### config.mk
export PLATFORM = sky130hd
export DESIGN_NAME = ref_sc_fifo_wr_arbiter
export DESIGN_NICKNAME = d
export VERILOG_FILES = /design/src/rtl/ref_sc_fifo_wr_arbiter.sv
export SDC_FILE = /design/constraint.sdc
export NUM_CORES = 1
export LEC_CHECK = 0
export ABC_CLOCK_PERIOD_IN_PS = 1500
export BUFFER_PORTS_ARGS = -buffer_cell sky130_fd_sc_hd__buf_4
export CAP_MARGIN = 5
export CORE_AREA = 2 2 135 137
export CTS_BUF_LIST = sky130_fd_sc_hd__clkbuf_16
export DETAILED_ROUTE_END_ITERATION = 12
export DIE_AREA = 0 0 137 139
export PLACE_DENSITY_LB_ADDON = 0.2
export SYNTH_ARGS = -nofsm -noshare
export SYNTH_HDL_FRONTEND = slang
export SYNTH_SLANG_ARGS = --single-unit
### constraint.sdc
create_clock -name clk -period 1.5 [get_ports clk]
set_input_delay 0.075 -clock clk [delete_from_list [all_inputs] [get_ports clk]]
set_output_delay 0.075 -clock clk [all_outputs]
set_load 0.02 [all_outputs]
### src/rtl/ref_sc_fifo_wr_arbiter.sv
// +----------------------------------------------------------------------------+
// | ref_sc_fifo_wr_arbiter                                                     |
// | Packet-granular round-robin merge of NUM_REQ streams into one FIFO write.  |
// | Revision: 1.0                                                              |
// +----------------------------------------------------------------------------+
`default_nettype none

module ref_sc_fifo_wr_arbiter #(
  parameter int NUM_REQ         = 4,
  parameter int ID_WIDTH        = 2,
  parameter int DATA_WIDTH      = 64,
  parameter int FIFO_ADDR_WIDTH = 4,
  parameter int PKT_ATOMIC      = 0,
  parameter int MAX_PKT_WORDS   = 8
) (
  input  logic                               clk,
  input  logic                               rst_n,
  input  logic                               flush,
  input  logic [NUM_REQ-1:0]                 req_valid,
  input  logic [NUM_REQ-1:0]                 req_eop,
  input  logic [NUM_REQ*DATA_WIDTH-1:0]      req_data,
  output logic [NUM_REQ-1:0]                 req_ready,
  output logic                               fifo_flush,
  output logic                               fifo_wr_en,
  output logic [ID_WIDTH+DATA_WIDTH:0]       fifo_wr_data,
  input  logic [FIFO_ADDR_WIDTH:0]           fifo_wr_level,
  input  logic                               fifo_wr_full,
  output logic [NUM_REQ-1:0]                 grant,
  output logic                               busy
);

  localparam logic [FIFO_ADDR_WIDTH+1:0] c_depth    = (FIFO_ADDR_WIDTH+2)'(2**FIFO_ADDR_WIDTH);
  localparam logic [FIFO_ADDR_WIDTH+1:0] c_max_pkt  = (FIFO_ADDR_WIDTH+2)'(MAX_PKT_WORDS);
  localparam logic [ID_WIDTH-1:0]        c_last_rst = ID_WIDTH'(NUM_REQ-1);

  typedef enum logic [0:0] {
    ST_IDLE = 1'b0,
    ST_XFER = 1'b1
  } state_t;

  state_t                  r_state;
  logic [ID_WIDTH-1:0]     r_cur_id;
  logic [ID_WIDTH-1:0]     r_last_id;
  logic [NUM_REQ-1:0]      r_grant;
  logic                    r_busy;

  logic [FIFO_ADDR_WIDTH+1:0] w_free;
  logic                       w_space_ok;
  logic                       w_hi_found;
  logic                       w_lo_found;
  logic [ID_WIDTH-1:0]        w_hi_id;
  logic [ID_WIDTH-1:0]        w_lo_id;
  logic                       w_win_found;
  logic [ID_WIDTH-1:0]        w_win_id;
  logic [NUM_REQ-1:0]         w_win_onehot;
  logic                       w_xfer;
  logic                       w_accept;
  logic                       w_cur_eop;
  logic [DATA_WIDTH-1:0]      w_cur_data;

  assign w_free     = c_depth - {1'b0, fifo_wr_level};
  assign w_space_ok = (PKT_ATOMIC == 0) || (w_free >= c_max_pkt);

  // Round robin: the lowest valid index above last_id wins, else the lowest at or below it.
  always_comb begin
    w_hi_found = 1'b0;
    w_lo_found = 1'b0;
    w_hi_id    = '0;
    w_lo_id    = '0;
    for (int i = NUM_REQ-1; i >= 0; i--) begin
      if (req_valid[i]) begin
        if (ID_WIDTH'(i) > r_last_id) begin
          w_hi_found = 1'b1;
          w_hi_id    = ID_WIDTH'(i);
        end else begin
          w_lo_found = 1'b1;
          w_lo_id    = ID_WIDTH'(i);
        end
      end
    end
  end

  assign w_win_found = w_hi_found | w_lo_found;
  assign w_win_id    = w_hi_found ? w_hi_id : w_lo_id;

  always_comb begin
    w_win_onehot = '0;
    for (int i = 0; i < NUM_REQ; i++) begin
      w_win_onehot[i] = (ID_WIDTH'(i) == w_win_id);
    end
  end

  always_comb begin
    w_cur_data = '0;
    for (int i = 0; i < NUM_REQ; i++) begin
      if (r_grant[i]) begin
        w_cur_data = req_data[i*DATA_WIDTH +: DATA_WIDTH];
      end
    end
  end

  assign w_cur_eop  = |(req_eop & r_grant);
  assign w_xfer     = (r_state == ST_XFER) && !flush;
  assign req_ready  = (w_xfer && !fifo_wr_full) ? r_grant : '0;
  assign w_accept   = |(req_valid & req_ready);

  assign fifo_flush   = flush;
  assign fifo_wr_en   = w_accept;
  assign fifo_wr_data = {r_cur_id, w_cur_eop, w_cur_data};
  assign grant        = r_grant;
  assign busy         = r_busy;

  always_ff @(posedge clk or negedge rst_n) begin
    if (!rst_n) begin
      r_state   <= ST_IDLE;
      r_cur_id  <= '0;
      r_last_id <= c_last_rst;
      r_grant   <= '0;
      r_busy    <= 1'b0;
    end else if (flush) begin
      // Flush outranks any EOP completing this cycle; the packet is dropped.
      r_state   <= ST_IDLE;
      r_last_id <= c_last_rst;
      r_grant   <= '0;
      r_busy    <= 1'b0;
    end else begin
      unique case (r_state)
        ST_IDLE: begin
          if (w_win_found && w_space_ok) begin
            r_state  <= ST_XFER;
            r_cur_id <= w_win_id;
            r_grant  <= w_win_onehot;
            r_busy   <= 1'b1;
          end
        end
        ST_XFER: begin
          if (w_accept && w_cur_eop) begin
            r_state   <= ST_IDLE;
            r_last_id <= r_cur_id;
            r_grant   <= '0;
            r_busy    <= 1'b0;
          end
        end
        default: begin
          r_state <= ST_IDLE;
          r_grant <= '0;
          r_busy  <= 1'b0;
        end
      endcase
    end
  end

`ifndef SYNTHESIS
  a_no_write_when_full: assert property (@(posedge clk) disable iff (!rst_n)
    !(fifo_wr_en && fifo_wr_full));
  a_grant_onehot: assert property (@(posedge clk) disable iff (!rst_n)
    r_busy |-> $onehot(r_grant));
`endif

endmodule

`default_nettype wire

---- Yosys cells after proc, flatten, opt, wreduce, memory -nomap -nowiden ----
Index checks and enable logic that the tools add are counted.
operators by class
  reductions and logical operators ........ 13
  shifts and indexed selects .............. 0
  magnitude comparators ................... 4
  $add $sub $neg .......................... 0
  $mul .................................... 0
  mux-type cells .......................... 53
  bitwise gates (word level) .............. 5
  div/mod/pow operators ................... 0
  equal/unequal tests ..................... 5
operators by type and width
  cell                                                                             count
  64-bit two-way mux                                                               4
  2-bit two-way mux                                                                20
  1-bit two-way mux                                                                22
  4-bit two-way mux                                                                4
  4-bit bitwise AND                                                                2
  4-bit one-hot mux with 2 select lines                                            1
  4-bit OR reduction                                                               2
  2-bit equality test (first input constant)                                       2
  1-bit by 2-bit greater-than comparator with 1-bit output (first input constant)  2
  2-bit greater-than comparator (first input constant)                             2
  1-bit one-hot mux with 2 select lines                                            2
  2-bit AND reduction                                                              2
  2-bit nonzero test                                                               2
  1-bit logical AND                                                                3
  3-bit by 2-bit != test with 1-bit output (second input constant)                 1
  3-bit != test (second input constant)                                            1
  3-bit AND reduction                                                              1
  1-bit by 2-bit equality test with 1-bit output (first input constant)            1
  1-bit zero test                                                                  2
  2-bit zero test                                                                  1
  1-bit NOT                                                                        2
  1-bit bitwise OR                                                                 1
word-level totals
  bits of input ports ..................... 273
  word-level logic and storage cells ...... 85
  memories kept ........................... 0
  output and inout bits ................... 78
  RAM bits ................................ 0
  latch bits .............................. 0
  register bits after elaboration ......... 10
  ROM bits ................................ 0

---- Logic depth before layout (Yosys ltp) ----
Gate-level depths: netlist of the first run.
  depth after elaboration ................. 14
  depth in mapped cells ................... 6
  mapped depth without buffers ............ 4

---- Least setup slack after synthesis of the first run ----
OpenSTA, ideal clock, no wires.
  path type ............................... register to output
  from .................................... reg r_grant[1] (netlist: grant[1])
  to ...................................... out fifo_wr_data[33]
  required time ........................... 1.425 ns
  buffers on the path ..................... 3
  setup slack ............................. -0.300 ns
  stages on the path, launching flop included .. 6
  arrival time ............................ 1.725 ns
  path through ............................ dfrtp_1 -> buf_2 -> buf_4 -> clkbuf_1 -> a221oi_1 -> o31ai_1
between the ends
  cells in the longest elaborated chain, start to end .. 3
RTL lines
  element                           RTL line  source
  start: declaration                44        logic [NUM_REQ-1:0] r_grant;
  start signal: assignment          132       r_grant <= w_win_onehot;
  64-bit two-way mux (3 in series)  96        if (r_grant[i]) begin
  end: declaration                  25        output logic [ID_WIDTH+DATA_WIDTH:0] fifo_wr_data,
No other way between the ends.

---- Worst setup path in the final report of the first run ----
  from .................................... reg r_grant[1] (netlist: grant[1])
  to ...................................... out fifo_wr_data[42]
The elaborated chain is that of the path after synthesis.

==> impl_metrics.tcl, run 1 <==
set metrics [dict create \
    crit_required_ns 1.42 \
    fin_crit_ns 1.873 \
    die_w_um 137 \
    num_io_pins 351 \
    use_met2_pct 31.95 \
    synthFlopType "dfrtp_1" \
    min_period_over_period_pct 124.8 \
    first_iter_violations 126 \
    start_util_pct 14.09 \
    synth.distinct_cells 37 \
    power_density_mw_per_mm2 543.4 \
    grt_pass1_vias 4841 \
    rows 49 \
    max_slew_margin_pct 64.12 \
    vias_per_cell 4.704 \
    grt_pass1_wl_mm 25.05 \
    crit_chain "buf_4, buf_12, clkbuf_16, a221oi_2, o31ai_4, buf_4" \
    slowest_delay_ns 0.51 \
    slew_violations 0 \
    grt_overflow 0 \
    synth_edf_count 0 \
    r2r_cells 7 \
    design_power_total_mw 3.912 \
    syn_inst 362 \
    gr-usage-all-layers_pct 16.54 \
    violations "setup timing" \
    nFillCells 1752 \
    met1_usage_pct 18.47 \
    skew_ns 0.001709 \
    whs_path_depth 2 \
    clkTransAtPathRegs_ns 0.04 \
    drc 0 \
    final_util_pct 40.77 \
    r2r_slack_ns -0.03 \
    wire_per_inst_um 18.03 \
    cts_sinks 10 \
    ys_seq_area_share_pct 10.16 \
    status "finished, violations left" \
    post-dp-hpwl_mm 13.67 \
    whs_ns 0.1601 \
    drive_gt1_share_pct 75.10 \
    fmax_mhz 534.0 \
    hold_violations 0 \
    drv_cap 0 \
    gr-max-usage-layer "met2" \
    io_buffers 345 \
    cts_max_path_buffers 2 \
    nNetsFinal 993 \
    ys_seq_elements 10 \
    cts_root_buffer "clkbuf_16" \
    start_kind "flop" \
    vdd_drop_max_v 0.0003748 \
    hold_class "in -> reg" \
    setup.worst_path.class "reg -> out" \
    placed_area_mm2 0.006580 \
    antenna_found_initial 0 \
    syn_to_final_growth_pct 189.4 \
    use_met3_pct 3.399 \
    cpMostUsedCell "buf_4" \
    syn_area_per_cell_um2 6.871 \
    clock_latency_ns 0.24 \
    die_h_um 139 \
    tightest_slew_ns 0.5342 \
    async_reset_ff_share_pct 100.0 \
    die-area_mm2 0.01904 \
    placed_cells_incl_taps 935 \
    grt_max_degree 47 \
    rsz0062_at_grt "yes" \
    cts_tree "built" \
    fin_area_mm2 0.007199 \
    syn-num-nets 635 \
    antenna_left 0 \
    cp_max_fo 8 \
    setup_viol 67 \
    n_antenna_cell 0 \
    vias 4459 \
    end_kind "output pin" \
    syn_area_mm2 0.002487 \
    cts_inserted_buffers 3 \
    crit_path_top_delay_cell "dfrtp_4" \
    final_cells 948 \
    dr.pass1.iters 4 \
    cp.arrival_ns 1.80 \
    htreeDepth 1 \
    fin_ws_ns -0.3725 \
    yosysWarnings 0 \
    leakage_nw 3.151 \
    gp_congestion 0.8879 \
    finalWirelength_mm 17.10 \
    core_region_area_mm2 0.01766 \
]
==> synth_stat cells, types with 2 or more instances <==
cell / count / share of area [%]
a221oi_1: 63 / 22
buf_1: 3 / 0.45
nor2b_1: 64 / 16
a22oi_1: 4 / 1.2
dfstp_2: 2 / 2.1
or2_2: 2 / 0.50
a211o_1: 2 / 0.70
nor2_1: 3 / 0.45
o31ai_1: 63 / 19
o21ai_0: 2 / 0.40
nand2_1: 66 / 10
nor3_1: 2 / 0.40
a32o_1: 4 / 1.6
dfrtp_1: 8 / 8.0
buf_2: 10 / 2.0
a21oi_1: 6 / 1.2
clkbuf_1: 30 / 4.5
and2_2: 4 / 1.2
nand2b_1: 2 / 0.50
inv_1: 3 / 0.45
buf_4: 3 / 0.91
==> power breakdown <==
group | internal (mW) | switching (mW) | leakage (nW)
logic | 1.68 | 1.41 | 2.99
registers | 0.301 | 0.0342 | 0.119
clock network | 0.350 | 0.132 | 0.0385
total | 2.33 | 1.58 | 3.15
==> timing repair <==
action	CTS	global route
pin swaps	7	15
hold buffers	1	0
resized for setup	58	21
setup buffers	5	1
setup endpoints to repair	74	74
cloned	1	1
hold endpoints to repair	10	0
==> layer usage <==
metal  wire length (µm)  up-vias  share of wire, %
li1                   -     2132                 -
met1               6378     2120                37
met2               9244      193                54
met3               1307       14               7.6
met4                166        0              0.97
met5                  0        -                 0
==> worst max-delay path: cells and delay by family, from the launching register on <==
family | cells | cell delay (ns)
buffers and inverters | 4 | 0.63
flip-flops | 1 | 0.51
AO/OA/AOI/OAI | 2 | 0.42
==> layout make-up <==
type / count / area [µm²] / share of cell area (%)
timing repair buffer: 399 / 3371 / 46.82
multi-input combinational: 303 / 3188 / 44.28
tap: 229 / 286.5 / 3.980
sequential: 10 / 264.0 / 3.667
clock buffer: 3 / 75.07 / 1.043
inverter: 3 / 11.26 / 0.1564
clock inverter: 1 / 3.754 / 0.05214
==> cells by family (layout without fill, tap and decap cells) <==
family | after synthesis | in the layout | synth area share (%)
AND/OR/NAND/NOR | 150 | 150 | 31.54
buffers and inverters | 49 | 406 | 8.350
AO/OA/AOI/OAI | 151 | 151 | 49.10
multiplexers | 2 | 2 | 0.8551
flip-flops | 10 | 10 | 10.16
==> sequential cells by signal, summed over array words and instances, names as in the netlist <==
name	cells
r_state	1
r_last_id	2
busy	1
grant	4
r_cur_id	2
==> path summary, 6_finish.rpt <==
path | from | endpoint
max | grant[1] | fifo_wr_data[42]
min | flush | r_last_id[1]
max reg2reg | grant[2] | r_last_id[0]
min reg2reg | r_cur_id[0] | r_last_id[0]
max in group asynchronous | rst_n | r_last_id[0]
min in group asynchronous | rst_n | busy
==> cells in the final DEF, fill, tap and decap left out, drive strengths merged <==
cell type,n
a311oi,1
a21boi,1
clkbuf,4
a22oi,4
nor2b,64
mux2i,1
dfstp,2
clkinv,1
o21bai,1
nor3,2
mux2,1
nand2,67
o21ai,2
a32o,4
and3,1
inv,3
nand3b,1
buf,397
nand2b,2
a21oi,7
dfrtp,8
and2,5
nor3b,2
a211o,2
o31ai,63
dlygate4sd3,1
nor2,3
o21ba,1
a21o,1
or2,2
nor4,1
a211oi,1
a221oi,63
==> through the flow <==
step / worst slack, ns / setup TNS (ns)
6_report: -0.3725 / -18.92
4_1_cts: -0.3624 / -18.59
3_3_place_gp: -0.09503 / -1.394
3_5_place_dp: -0.1136 / -2.635
2_1_floorplan: -0.03038 / -0.8782
5_1_grt: -0.4297 / -23.24
No activity file was read; power rests on OpenSTA's default activity.
==> inputs of run 2 (changes only) <==
ABC_CLOCK_PERIOD_IN_PS = 1800   (was 1500)
clock period = 1.8 ns   (was 1.5 ns; I/O delays follow)
==> run 2 against run 1 <==
  * The run now ends clean
  * Die area unchanged
  * Clock-buffer cell count is the same
  * Clock power down 18%
  * Sequential power decreased by 18%
  * Sequential share of layout area rose by 0.78 points
  * Total power decreased by 31%
  * Register-to-register slack gained 0.26 ns
  * Worst setup slack gained 0.39 ns
  * Worst hold slack got worse by 0.019 ns
  * Routed wire length fell by 12%
  * Critical path depth stayed put
  * Clock skew is 0.00080 ns lower
==> impl_metrics.tcl, run 2 (same netlist as run 1, synthesis figures left out) <==
set metrics [dict create \
    drive_gt1_share_pct 64.23 \
    dr.pass1.iters 5 \
    cts_tree "built" \
    syn_to_final_growth_pct 136.5 \
    min_period_over_period_pct 99.01 \
    multi_input_area_mm2 0.002325 \
    gr-usage-all-layers_pct 14.09 \
    crit_path_top_delay_cell "dfrtp_2" \
    io_buffers 345 \
    skew_ns 0.0009081 \
    cp_max_fo 17 \
    cts_inserted_buffers 3 \
    placed_area_mm2 0.005507 \
    hold_class "in -> reg" \
    antenna_left 0 \
    power_density_mw_per_mm2 458.0 \
    fin_crit_ns 1.782 \
    grt_pass1_vias 4265 \
    post-place-ws_ns 0.1746 \
    drv_cap 0 \
    largest_reg_flops 4 \
    clkTransAtPathRegs_ns 0.04 \
    die-area_mm2 0.01904 \
    hold_violations 0 \
    wire_per_inst_um 16.42 \
    nNetsFinal 959 \
    placed_cells_incl_taps 901 \
    n_antenna_cell 0 \
    crit_chain "nor2b_4, buf_12, buf_12, a221oi_2, o31ai_1, buf_4" \
    grt_max_degree 72 \
    max_slew_margin_pct 63.81 \
    fin_area_mm2 0.005883 \
    slowest_delay_ns 0.42 \
    status "finished clean" \
    post-dp-hpwl_mm 11.27 \
    clock_latency_ns 0.24 \
    tightest_slew_ns 0.5396 \
    first_iter_violations 149 \
    rows 49 \
    vias_per_cell 4.754 \
    htreeDepth 1 \
    cts_root_buffer "clkbuf_16" \
    final_cell_mix "350 x buf_4, 66 x nand2_1, 63 x nor2b_1" \
    ff_latch_area_um2 261.5 \
    nFillCells 1920 \
    cp.arrival_ns 1.69 \
    leakage_nw 2.680 \
    num_io_pins 351 \
    vdd_drop_max_v 0.0003443 \
    cts_sinks 10 \
    r2r_slack_ns 0.23 \
    fin_ws_ns 0.01786 \
    core_region_area_mm2 0.01766 \
    setup.worst_path.class "reg -> out" \
    cpMostUsedCell "buf_12" \
    end_kind "output pin" \
    slew_violations 0 \
    cts_max_path_buffers 2 \
    start_kind "flop" \
    finalWirelength_mm 15.01 \
    crit_required_ns 1.71 \
    grt_overflow 0 \
    antenna_found_initial 0 \
    layout_commonest_cell "buf_4" \
    die_w_um 137 \
    start_util_pct 14.09 \
    setup_viol 0 \
    drc 0 \
    final_cells 914 \
    fmax_mhz 561.1 \
    die_h_um 139 \
    grt_pass1_wl_mm 21.87 \
    gp_congestion 0.8821 \
    vias 4345 \
    rsz0062_at_grt "yes" \
]
## run 2: cell types whose count changed in the layout (fill, tap and decap cells not counted), moves of 6 or more
cell / before / now
a221oi_4: 12 / 0
o31ai_4: 40 / 0
buf_4: 344 / 350
o31ai_1: 0 / 32
buf_6: 36 / 2
buf_12: 16 / 9
a221oi_1: 15 / 42
a221oi_2: 36 / 21
o31ai_2: 23 / 31
## run 2: per-layer routing
layer | part of all wire [%] | global-route usage, %
met3 | 8.3 | 2.156
met4 | 2.1 | 2.984
met5 | 0 | 0
met2 | 51 | 26.66
met1 | 38 | 16.39
## run 2: worst paths after layout
kind                         startpoint               to  depth (start not counted)
setup reg to reg           r_last_id[0]      r_cur_id[0]                          4
min in group asynchronous         rst_n      r_cur_id[1]                          2
hold / removal                    flush     r_last_id[1]                          2
setup / recovery               grant[1]  fifo_wr_data[0]                          6
max in group asynchronous         rst_n     r_last_id[1]                          2
hold reg to reg            r_last_id[0]     r_last_id[0]                          2
## run 2: stage by stage
step / hold slack (ns) / setup TNS, ns / util [%] / total power, mW
after detailed placement: -0.06602 / 0 / 31.19 / 2.156
final: 0.1407 / 0 / 33.32 / 2.694
after global placement: -0.06918 / 0 / 31.19 / 2.133
after floorplan: -0.2056 / 0 / - / 1.138
after CTS: 0.1414 / -0.2548 / 32.59 / 2.657
after global routing: 0.1480 / -0.4842 / 33.32 / 2.857
## run 2: cell type report
| cell class | count | share of cell area [%] |
|---|---|---|
| Timing Repair Buffer | 365 | 49.64 |
| Clock inverter | 1 | 0.06380 |
| Inverter | 3 | 0.1914 |
| Sequential cell | 10 | 4.445 |
| Clock buffer | 3 | 1.276 |
| Tap cell | 229 | 4.870 |
| Multi-Input combinational cell | 303 | 39.52 |
## run 2: repair_timing
action,CTS,global route
setup buffers,5,0
cloned,2,1
hold endpoints to repair,10,0
hold buffers,1,0
gates resized for setup,7,23
setup endpoints to repair,11,45
pin swaps,1,5
## run 2: critical path: cells and delay by family, from the launching register on
family | cells | cell delay [ns]
AO/OA/AOI/OAI | 2 | 0.36
flip-flops | 1 | 0.42
AND/OR/NAND/NOR | 1 | 0.13
buffers and inverters | 3 | 0.53
## run 2: report_power, final
part | internal [mW] | leakage (nW) | switching (mW) | total, mW
clock | 0.291 | 0.0423 | 0.105 | 0.396
sequential | 0.250 | 0.119 | 0.0242 | 0.274
combinational | 1.07 | 2.52 | 0.956 | 2.02
total | 1.61 | 2.68 | 1.08 | 2.69
==> inputs of run 3 (changes only) <==
CELL_PAD_IN_SITES_DETAIL_PLACEMENT = 0   (was unset)
CELL_PAD_IN_SITES_GLOBAL_PLACEMENT = 1   (was unset)
CORE_AREA = 2 2 136 138   (was 2 2 135 137)
DIE_AREA = 0 0 138 140   (was 0 0 137 139)
==> run 3 against run 2 <==
  * Sequential power about the same
  * Total power is 2.9% higher
  * Largest power group unchanged
  * Largest cell class unchanged
  * Critical path type unchanged
  * Worst setup slack lost 0.0086 ns
  * Global-route usage up 0.45 points
==> impl_metrics.tcl, run 3 (same netlist as run 1, synthesis figures left out) <==
set metrics [dict create \
    drive_gt1_share_pct 65.37 \
    hold_violations 0 \
    cp.arrival_ns 1.70 \
    hold_class "in -> reg" \
    first_iter_violations 145 \
    p_int_mw 1.650 \
    layout_commonest_cell "buf_4" \
    start_util_pct 13.99 \
    placed_cells_incl_taps 904 \
    cts_root_buffer "clkbuf_16" \
    leakage_nw 2.745 \
    antenna_found_initial 0 \
    final_cells 922 \
    p_sw_share_pct 40.48 \
    skew_ns 0.001177 \
    ff_latch_area_um2 262.8 \
    p_sw_mw 1.122 \
    p_comb_share_pct 75.6 \
    wire_per_inst_um 17.62 \
    num_io_pins 351 \
    die_h_um 140 \
    routed.top_layer "met4" \
    vias 4318 \
    setup.worst_path.class "reg -> out" \
    dr_wl_met3_mm 1.093 \
    gr-usage-all-layers_pct 14.53 \
    cp_max_fo 8 \
    nFillCells 1913 \
    met2WireLength_mm 8.636 \
    setup_viol 0 \
    power_density_mw_per_mm2 456.7 \
    drv_cap 0 \
    htreeDepth 1 \
    nNetsFinal 967 \
    max_slew_margin_pct 66.45 \
    antenna_left 0 \
    slew_violations 0 \
    grt_pass1_vias 4232 \
    whs_path_depth 2 \
    grt_max_degree 59 \
    die_w_um 138 \
    status "finished clean" \
    grt_overflow 0 \
    syn_to_final_growth_pct 144.1 \
    dr.pass1.iters 4 \
    r2r_slack_ns 0.15 \
    worstHoldStart "flush" \
    p_seq_share_pct 9.9 \
    holdPathEnd "r_last_id[1]" \
    cts_tree "built" \
    design_power_total_mw 2.773 \
    die-area_mm2 0.01932 \
    io_buffers 345 \
    n_antenna_cell 0 \
    final_cell_mix "355 x buf_4, 66 x nand2_1, 63 x nor2b_1" \
    drc 0 \
    clkTransAtPathRegs_ns 0.04 \
    cts_max_path_buffers 2 \
    gp_congestion 0.8492 \
    timing.rr.start "grant[2]" \
    met1Wirelength_mm 6.195 \
    post-dp-hpwl_mm 12.18 \
    power_frac_clock_pct 14.4 \
    start_kind "flop" \
    largest_reg_flops 4 \
    crit_required_ns 1.71 \
    grt_pass1_wl_mm 23.08 \
    r2r_cells 5 \
    min_period_over_period_pct 99.48 \
    rows 49 \
    core_region_area_mm2 0.01778 \
    clock_latency_ns 0.24 \
    rsz0062_at_grt "yes" \
    tightest_slew_ns 0.5003 \
    vdd_drop_max_v 0.0002960 \
    finalWirelength_mm 16.25 \
    cts_sinks 10 \
    vias_per_cell 4.683 \
    fin_crit_ns 1.791 \
    multi_input_area_mm2 0.002420 \
    fmax_mhz 558.4 \
    cts_inserted_buffers 3 \
    r2r-end "r_last_id[1]" \
    end_kind "output pin" \
]
==> run 3: cell types whose count changed in the layout (fill, tap and decap cells not counted), moves of 2 or more <==
cell       previous run  this run
buf_16                2         0
a221oi_1             42        37
buf_8                 0         2
clkbuf_16             4         6
buf_4               350       355
a221oi_4              0         6
buf_12                9        11
==> run 3: critical path, stage by stage (launching register included) <==
cell      delay [ns]
dfrtp_2         0.45
nor2b_4         0.14
buf_12          0.14
buf_12          0.12
buf_12          0.15
a221oi_2        0.07
o31ai_2         0.20
buf_4           0.18
==> run 3: stage by stage <==
stage	hold WS, ns	worst slack, ns	util, %	area (µm²)	TNS [ns]
after floorplan	-0.2056	0.01589	-	2628	0
final	0.1332	0.009271	34.14	6071	0
after CTS	0.1356	-0.0002472	31.72	5640	-0.0002472
after detailed placement	-0.07062	0.1112	31.10	5529	0
after global routing	0.1401	-0.06772	34.14	6071	-1.044
after global placement	-0.07436	0.1135	31.10	5529	0
==> run 3: what timing repair did <==
action                                 in CTS  in global routing
hold buffers                                1                  0
endpoints found under the hold margin      10                  0
setup endpoints to repair                  63                 48
setup buffers                               2                  6
gates cloned                                0                  5
pin swaps                                   0                  3
gates resized for setup                     2                 40
==> run 3: per-layer routing <==
layer	vias up	global-route usage, %
met5	-	0
met4	0	3.598
met3	24	3.111
met2	190	27.70
met1	2031	16.40
li1	2073	-
==> run 3: area by class of cell <==
class | instances | share of cell area (%)
timing repair buffer | 373 | 49.61
multi-input combinational | 303 | 39.86
tap | 229 | 4.720
sequential | 10 | 4.328
clock buffer | 3 | 1.237
inverter | 3 | 0.1855
clock inverter | 1 | 0.06183
==> run 3: how the worst max path moves through the flow <==
stage | from | to | cells after the start
floorplan | grant[1] | fifo_wr_data[10] | 6
global placement | grant[1] | fifo_wr_data[11] | 4
detailed placement | grant[1] | fifo_wr_data[62] | 4
CTS | grant[2] | fifo_wr_data[51] | 4
global route | grant[1] | fifo_wr_data[58] | 7
finish | grant[1] | fifo_wr_data[42] | 7
==> run 3: power groups by stage <==
| stage | registers (mW) | clock network, mW | logic, mW |
|---|---|---|---|
| after global routing | 0.279 | 0.417 | 2.23 |
| after global placement | 0.288 | 0 | 1.85 |
| after floorplan | 0.291 | 0 | 0.846 |
| final | 0.275 | 0.400 | 2.10 |
| after CTS | 0.282 | 0.400 | 1.89 |
| after detailed placement | 0.290 | 0 | 1.86 |
